**config.mk**
```make
export PLATFORM = sky130hd
export DESIGN_NAME = cpu_result_checker_entry
export DESIGN_NICKNAME = d
export VERILOG_FILES = /design/src/rtl/cpu_result_checker.sv
export SDC_FILE = /design/constraint.sdc
export NUM_CORES = 1
export LEC_CHECK = 0
export BUFFER_PORTS_ARGS = -buffer_cell sky130_fd_sc_hd__buf_2
export CAP_MARGIN = 20
export CORE_MARGIN = 2
export CORE_UTILIZATION = 42
export CTS_CLUSTER_DIAMETER = 50
export CTS_CLUSTER_SIZE = 20
export DETAILED_ROUTE_END_ITERATION = 10
export HOLD_SLACK_MARGIN = 0.05
export PLACE_DENSITY = 0.74
export SLEW_MARGIN = 10
export SYNTH_ARGS = -nofsm -noshare
export SYNTH_HDL_FRONTEND = slang
export SYNTH_SLANG_ARGS = --single-unit
```
**constraint.sdc**
```tcl
create_clock -name clk -period 2.6 [get_ports clk]
set_input_delay 0.26 -clock clk [delete_from_list [all_inputs] [get_ports clk]]
set_output_delay 0.26 -clock clk [all_outputs]
set_load 0.1 [all_outputs]
```
**src/rtl/cpu_result_checker.sv**
```systemverilog
// Result checker for the single-cycle MIPS core: snoops register and memory
// write-back during a bounded run window, then walks the expected table one
// entry per cycle and reports pass / first failure / match count.

// One expected-table slot: holds its target and expected value, and captures
// the last write to that target while the run window is open.
module cpu_result_checker_entry #(
  parameter int DATA_W = 32,
  parameter int REG_AW = 5,
  parameter int MEM_AW = 8
) (
  input  logic              clk,
  input  logic              reset,
  input  logic              tbl_clr,
  input  logic              tbl_we,
  input  logic              tbl_kind,
  input  logic [MEM_AW-1:0] tbl_addr,
  input  logic [DATA_W-1:0] tbl_data,
  input  logic              run_clr,
  input  logic              run_en,
  input  logic              reg_we,
  input  logic [REG_AW-1:0] reg_waddr,
  input  logic [DATA_W-1:0] reg_wdata,
  input  logic              mem_we,
  input  logic [MEM_AW-1:0] mem_addr,
  input  logic [DATA_W-1:0] mem_wdata,
  output logic              valid,
  output logic [DATA_W-1:0] expd,
  output logic              seen,
  output logic [DATA_W-1:0] got
);
  logic              kind;
  logic [MEM_AW-1:0] addr;
  logic              hit_reg, hit_mem;

  // $zero is hard-wired in the core, so writes to it never count
  assign hit_reg = !kind && reg_we && (|reg_waddr) && (reg_waddr == addr[REG_AW-1:0]);
  assign hit_mem =  kind && mem_we && (mem_addr == addr);

  // expected-table slot; clear wins over write
  always_ff @(posedge clk or negedge reset) begin
    if (!reset) begin
      valid <= 1'b0;
      kind  <= 1'b0;
      addr  <= '0;
      expd  <= '0;
    end else if (tbl_clr) begin
      valid <= 1'b0;
    end else if (tbl_we) begin
      valid <= 1'b1;
      kind  <= tbl_kind;
      addr  <= tbl_addr;
      expd  <= tbl_data;
    end
  end

  // snoop capture: last write in the window wins
  always_ff @(posedge clk or negedge reset) begin
    if (!reset) begin
      seen <= 1'b0;
      got  <= '0;
    end else if (run_clr) begin
      seen <= 1'b0;
      got  <= '0;
    end else if (run_en && valid && (hit_reg || hit_mem)) begin
      seen <= 1'b1;
      got  <= hit_reg ? reg_wdata : mem_wdata;
    end
  end
endmodule


```
==> reports/results.ini, run 1 <==
[placement]
dp_hpwl_mm = 6.15
gp_congestion = 0.814
placedCellCount = 541
numPortBuffers = 191

[global_route]
grt_max_degree = 76
grt_pass1_wl_mm = 13.3
antenna_found_initial = 0
grt_pass1_vias = 2824
grt_use_total_pct = 19.2
overflow = 0

[cts]
clockRootBuffer = clkbuf_8
h-tree-depth = 3
post_cts_buffers = 0
holdBufCountCts = 0
path_clk_slew_ns = 0.08
ctsResizeCount = 0
cts_made_buffers = 9
tritoncts = built
clkSinkCount = 75
cts_buffer_depth = 2
clock_latency_ns = 0.33

[finish]
multi_input_area_sq_um = 1430
n_antenna_cell = 0
regArea_sq_um = 1880
area_delta_synth_final_pct = 38.3
fin_nets = 576
nFillCells = 646
layout-drive-gt1-share_pct = 56.5
fin_cells = 557

[logic_synthesis]
synth_cells = 264
synth_top_area_share_pct = 55.3
async_flop_share_pct = 100
yosysUniqueCellTypes = 22
synth.top_cells.by_count = dfrtp_1 (75), mux2_2 (41), a21oi_1 (32), mux2i_1 (32), o31ai_1 (32)
syn_area_per_cell_sq_um = 12.8
synth_edf_count = 0
synth_warnings = 0
synthTopCellsByArea = dfrtp_1 (55%), mux2_2 (14%), mux2i_1 (9.4%), o31ai_1 (7.1%), a21oi_1 (4.7%)
syn-num-nets = 390
yosysMostFrequentCell = dfrtp_1
synth-seq-area-share_pct = 55.3
yosys.area.top_type = dfrtp_1
synth-seq-cells = 75
syn_area_sq_um = 3390
synthFlopType = dfrtp_1

[detailed_routing]
dr.first_iter.drc_count = 67
vias = 2861
drtAntennaViolNets = 0
vias_per_cell = 5.14
dr.pass1.iters = 4
wl_per_cell_um = 15.0
wl_mm = 8.34
drc_errors = 0

[timing]
final-hold-violation-count = 0
period_needed_ns = 1.92
finClkSkew_ns = 0.0126
finalMaxSlewViolations = 0
finalSetupViolations = 0
period_share_pct = 73.7
tightest_slew_ns = 0.990
fmax_mhz = 522
relSlewSlack_pct = 34.0
tns_ns = 0
rsz0062_at_grt = no

[pwr]
finalPower_mw = 3.39
ir_worst_vdd_mv = 0.582
powerDensity_nw_per_um2 = 722
power_leakage_nw = 2.41

[die]
core-area_sq_um = 7770
die_area_sq_um = 8810
io_pins = 192
initial_core_util_pct = 43.7
dieHeight_um = 93.9
die_w_um = 93.9
std_cell_rows = 32

[worst_setup_path]
crit_fanout = 32
path_class = reg2reg
cp_data_arrival_time_ns = 2.11
cp.required_ns = 2.79
setup.worst_path.start_class = register
cp_cell_sequence = xnor2_1 -> nand4_1 -> nor2_4 -> buf_4 -> mux2i_1 -> a21oi_1
critical_path_buf_inv_count = 1
critical-path-top-delay-family = buffers and inverters
slowest_stage = buf_4
worst_setup_path_end_kind = register
slowest_delay_ns = 0.44

[outcome]
outcome = completed

[job]
max_cap_violations = 0

[min_path]
hold_path_class = in2async

==> sequential cells by signal, summed over array words and instances, names as in the netlist <==
register,count
seen,1
addr,8
expd,32
kind,1
got,32
valid,1
==> placed cells by master (no fill, tap or decap) <==
cell | netlist | final
a21oi_1 | 32 | 32
buf_12 | 0 | 1
buf_2 | 4 | 190
buf_4 | 0 | 5
bufinv_16 | 0 | 3
clkbuf_1 | 14 | 1
clkbuf_8 | 0 | 9
clkinv_2 | 0 | 1
clkinv_4 | 0 | 1
dfrtp_1 | 75 | 75
inv_1 | 1 | 1
inv_6 | 0 | 1
mux2_2 | 41 | 41
mux2i_1 | 32 | 32
nand2_1 | 1 | 1
nand3_1 | 1 | 1
nand4_1 | 4 | 4
nor2_1 | 3 | 2
nor2_4 | 0 | 1
nor2b_1 | 2 | 1
nor2b_4 | 0 | 1
nor3_2 | 0 | 1
nor4_4 | 0 | 1
o211ai_2 | 1 | 1
o21a_1 | 1 | 1
o31ai_1 | 32 | 32
or2_1 | 1 | 1
or4_1 | 1 | 1
xnor2_1 | 12 | 12
xor2_1 | 1 | 1
==> area by class of cell <==
cell class,instances,share of cell area (%)
multi-input combinational,167,30.6
inverter,1,0.0800
timing repair buffer,196,21.5
clock buffer,10,2.72
clock inverter,6,2.40
tap,102,2.72
sequential,75,40.0
==> kinds of logic (layout without fill, tap and decap cells) <==
| logic type | Yosys count | after routing | synth area share [%] |
|---|---|---|---|
| mux | 73 | 73 | 23.1 |
| simple gates | 15 | 15 | 2.62 |
| buf+inv | 22 | 213 | 3.25 |
| xor+xnor | 13 | 13 | 3.36 |
| flops | 75 | 75 | 55.3 |
| compound gates | 66 | 66 | 12.4 |
==> per-layer routing <==
layer	wire (um)	up-vias	part of all wire (%)	global-route usage, %
li1	-	1358	-	-
met1	3360	1342	40	24.0
met2	3860	149	46	30.3
met3	964	12	12	6.26
met4	165	0	2.0	8.45
met5	0	-	0	0
==> power by group <==
group	leakage [nW]	internal [mW]	total (mW)	switching [mW]
Sequential	0.955	1.26	1.32	0.0601
Combinational	1.34	0.248	1.00	0.752
Clock	0.121	0.642	1.06	0.422
Total	2.41	2.15	3.39	1.23
==> through the flow <==
step                utilization, %  setup slack [ns]  hold WS [ns]  cell area (sq um)
floorplan                        -             0.498       -0.0356               3390
finish                        60.4             0.683        0.0520               4690
global route                  60.4             0.561         0.124               4690
global placement              57.3             0.572         0.453               4450
CTS                           60.4             0.630        0.0846               4690
detailed placement            57.3             0.555         0.460               4450
==> path summary, 6_finish.rpt <==
check	startpoint	cells past startpoint	slack, ns	to
max	addr[3]$_DFFE_PN0P_	6	0.68	got[0]$_DFFE_PN0P_
min	reset	1	0.05	expd[13]$_DFFE_PN0P_
max reg2reg	addr[3]$_DFFE_PN0P_	6	0.68	got[0]$_DFFE_PN0P_
min reg2reg	expd[1]$_DFFE_PN0P_	1	0.51	expd[1]$_DFFE_PN0P_
max in group asynchronous	reset	1	1.94	got[0]$_DFFE_PN0P_
min in group clk	tbl_clr	2	0.12	valid$_DFFE_PN0P_
No activity file was read; power rests on OpenSTA's default activity.
==> run 2, diff against run 1 <==
==> constraint.sdc (replaced) <==
create_clock -name clk -period 2 [get_ports clk]
set_input_delay 0.2 -clock clk [delete_from_list [all_inputs] [get_ports clk]]
set_output_delay 0.2 -clock clk [all_outputs]
set_load 0.1 [all_outputs]
==> reports/results.ini, run 2 (synthesis results as in run 1) <==
[cts]
cts_made_buffers = 9  ; unchanged
h-tree-depth = 3  ; unchanged
cts_buffer_depth = 2  ; unchanged
clkSinkCount = 75  ; unchanged
path_clk_slew_ns = 0.08  ; about the same
clockRootBuffer = clkbuf_8
clock_latency_ns = 0.33  ; about the same
tritoncts = built

[timing]
tns_ns = 0  ; unchanged
finClkSkew_ns = 0.0122  ; -0.000371 ns
tightest_slew_ns = 0.501  ; -0.488 ns
rsz0062_at_grt = no
finalMaxSlewViolations = 0  ; unchanged
finalSetupViolations = 0  ; unchanged
fmax_mhz = 552  ; +5.9%
period_needed_ns = 1.81  ; -0.107 ns
fin_ws_ns = 0.189  ; -0.493 ns
relSlewSlack_pct = 66.8  ; +33 points
holdWs_ns = 0.0878  ; +0.0358 ns
final-hold-violation-count = 0  ; unchanged
period_share_pct = 90.5  ; +17 points

[global_route]
grt_pass1_vias = 2940  ; +4.1%
overflow = 0  ; unchanged
grt_pass1_wl_mm = 13.3  ; +0.36%
grt_max_degree = 41  ; -46%
antenna_found_initial = 0  ; unchanged
grt_use_total_pct = 19.5  ; +0.30 points

[pwr]
finalPower_mw = 4.15  ; +22%
ir_worst_vdd_mv = 0.729  ; +25%
powerDensity_nw_per_um2 = 878  ; +22%
power_leakage_nw = 2.42  ; +0.51%

[detailed_routing]
wl_mm = 8.38  ; +0.43%
vias = 2848  ; -0.45%
drtAntennaViolNets = 0  ; unchanged
vias_per_cell = 5.05  ; -1.7%
drc_errors = 0  ; unchanged
dr.pass1.iters = 4  ; unchanged
wl_per_cell_um = 14.9  ; -0.82%
dr.first_iter.drc_count = 74  ; +10%

[worst_setup_path]
reg2reg_from = addr[2]$_DFFE_PN0P_
r2r_slack_ns = 0.19  ; -0.49 ns
crit_start = addr[2]$_DFFE_PN0P_
cp.required_ns = 2.25  ; -0.54 ns
setup.worst_path.start_class = register
crit_fanout = 29  ; -9.4%
cp_data_arrival_time_ns = 2.06  ; -0.05 ns
worst_setup_path_end_kind = register
path_class = reg2reg

[finish]
fin_area_sq_um = 4720  ; +0.69%
fin_nets = 583  ; +1.2%
final_common_cell = buf_2
area_delta_synth_final_pct = 39.2
layout_common_cells = buf_2 (190), dfrtp_1 (74), mux2_2 (41)
fin_cells = 564  ; +1.3%
fin_util_pct = 60.8  ; +0.42 points
layout-drive-gt1-share_pct = 57.1  ; +0.66 points
top_regs = expd: 32 flops, got: 32 flops, addr: 8 flops
n_antenna_cell = 0  ; unchanged

[die]
core-area_sq_um = 7770  ; unchanged
die_area_sq_um = 8810  ; unchanged
dieHeight_um = 93.9  ; unchanged
initial_core_util_pct = 43.7  ; unchanged
die_w_um = 93.9  ; unchanged
io_pins = 192  ; unchanged
std_cell_rows = 32  ; unchanged

[min_path]
min-delay-start = tbl_clr
hold_path_class = in2reg

[placement]
placedCellCount = 547  ; +1.1%
dp_hpwl_mm = 6.47  ; +5.2%
gp_congestion = 0.817  ; +0.31%
preCtsSetupSlack_ns = 0.0958  ; -0.459 ns
numPortBuffers = 191  ; unchanged
place_area_sq_um = 4520  ; +1.6%

[job]
max_cap_violations = 0  ; unchanged

[outcome]
outcome = completed

-- run 2: metal layers --
metal  share of wire, %  up-vias  GRT usage (%)
met1                 39     1334           22.8
met4                2.0        0           7.61
met5                  0        -              0
met2                 49      142           33.5
met3                9.9       17           5.78
li1                   -     1355              -
-- run 2: critical path, stage by stage (launching register included) --
cell and delay [ns]:
dfrtp_1 0.42, xnor2_1 0.19, nand4_1 0.18, nor4_4 0.32, buf_4 0.35, o31ai_1 0.12
a21oi_1 0.15
-- run 2: layout make-up --
cell class / instances / area (sq um)
Fill cell: 644 / 3040
Sequential cell: 75 / 1880
Multi-Input combinational cell: 167 / 1430
Timing Repair Buffer: 203 / 1090
Clock buffer: 10 / 128
Tap cell: 102 / 128
Clock inverter: 6 / 63.8
Inverter: 1 / 3.75
-- run 2: worst paths after layout --
check | to | depth (start not counted)
setup / recovery | got[27]$_DFFE_PN0P_ | 6
hold / removal | valid$_DFFE_PN0P_ | 2
setup reg to reg | got[27]$_DFFE_PN0P_ | 6
hold reg to reg | seen$_DFFE_PN0P_ | 1
max in group asynchronous | valid$_DFFE_PN0P_ | 3
min in group asynchronous | expd[20]$_DFFE_PN0P_ | 2
-- run 2: what timing repair did --
action,4_1_cts,5_1_grt
hold buffers,1,0
setup endpoints to repair,0,0
endpoints found under the hold margin,35,0
resized for setup,0,0
buffers inserted,0,0
-- run 2: where the power goes --
group / switching, mW / leakage [nW] / internal, mW
registers: 0.0783 / 0.953 / 1.64
logic: 0.977 / 1.38 / 0.329
clock network: 0.541 / 0.0927 / 0.577
total: 1.60 / 2.42 / 2.55
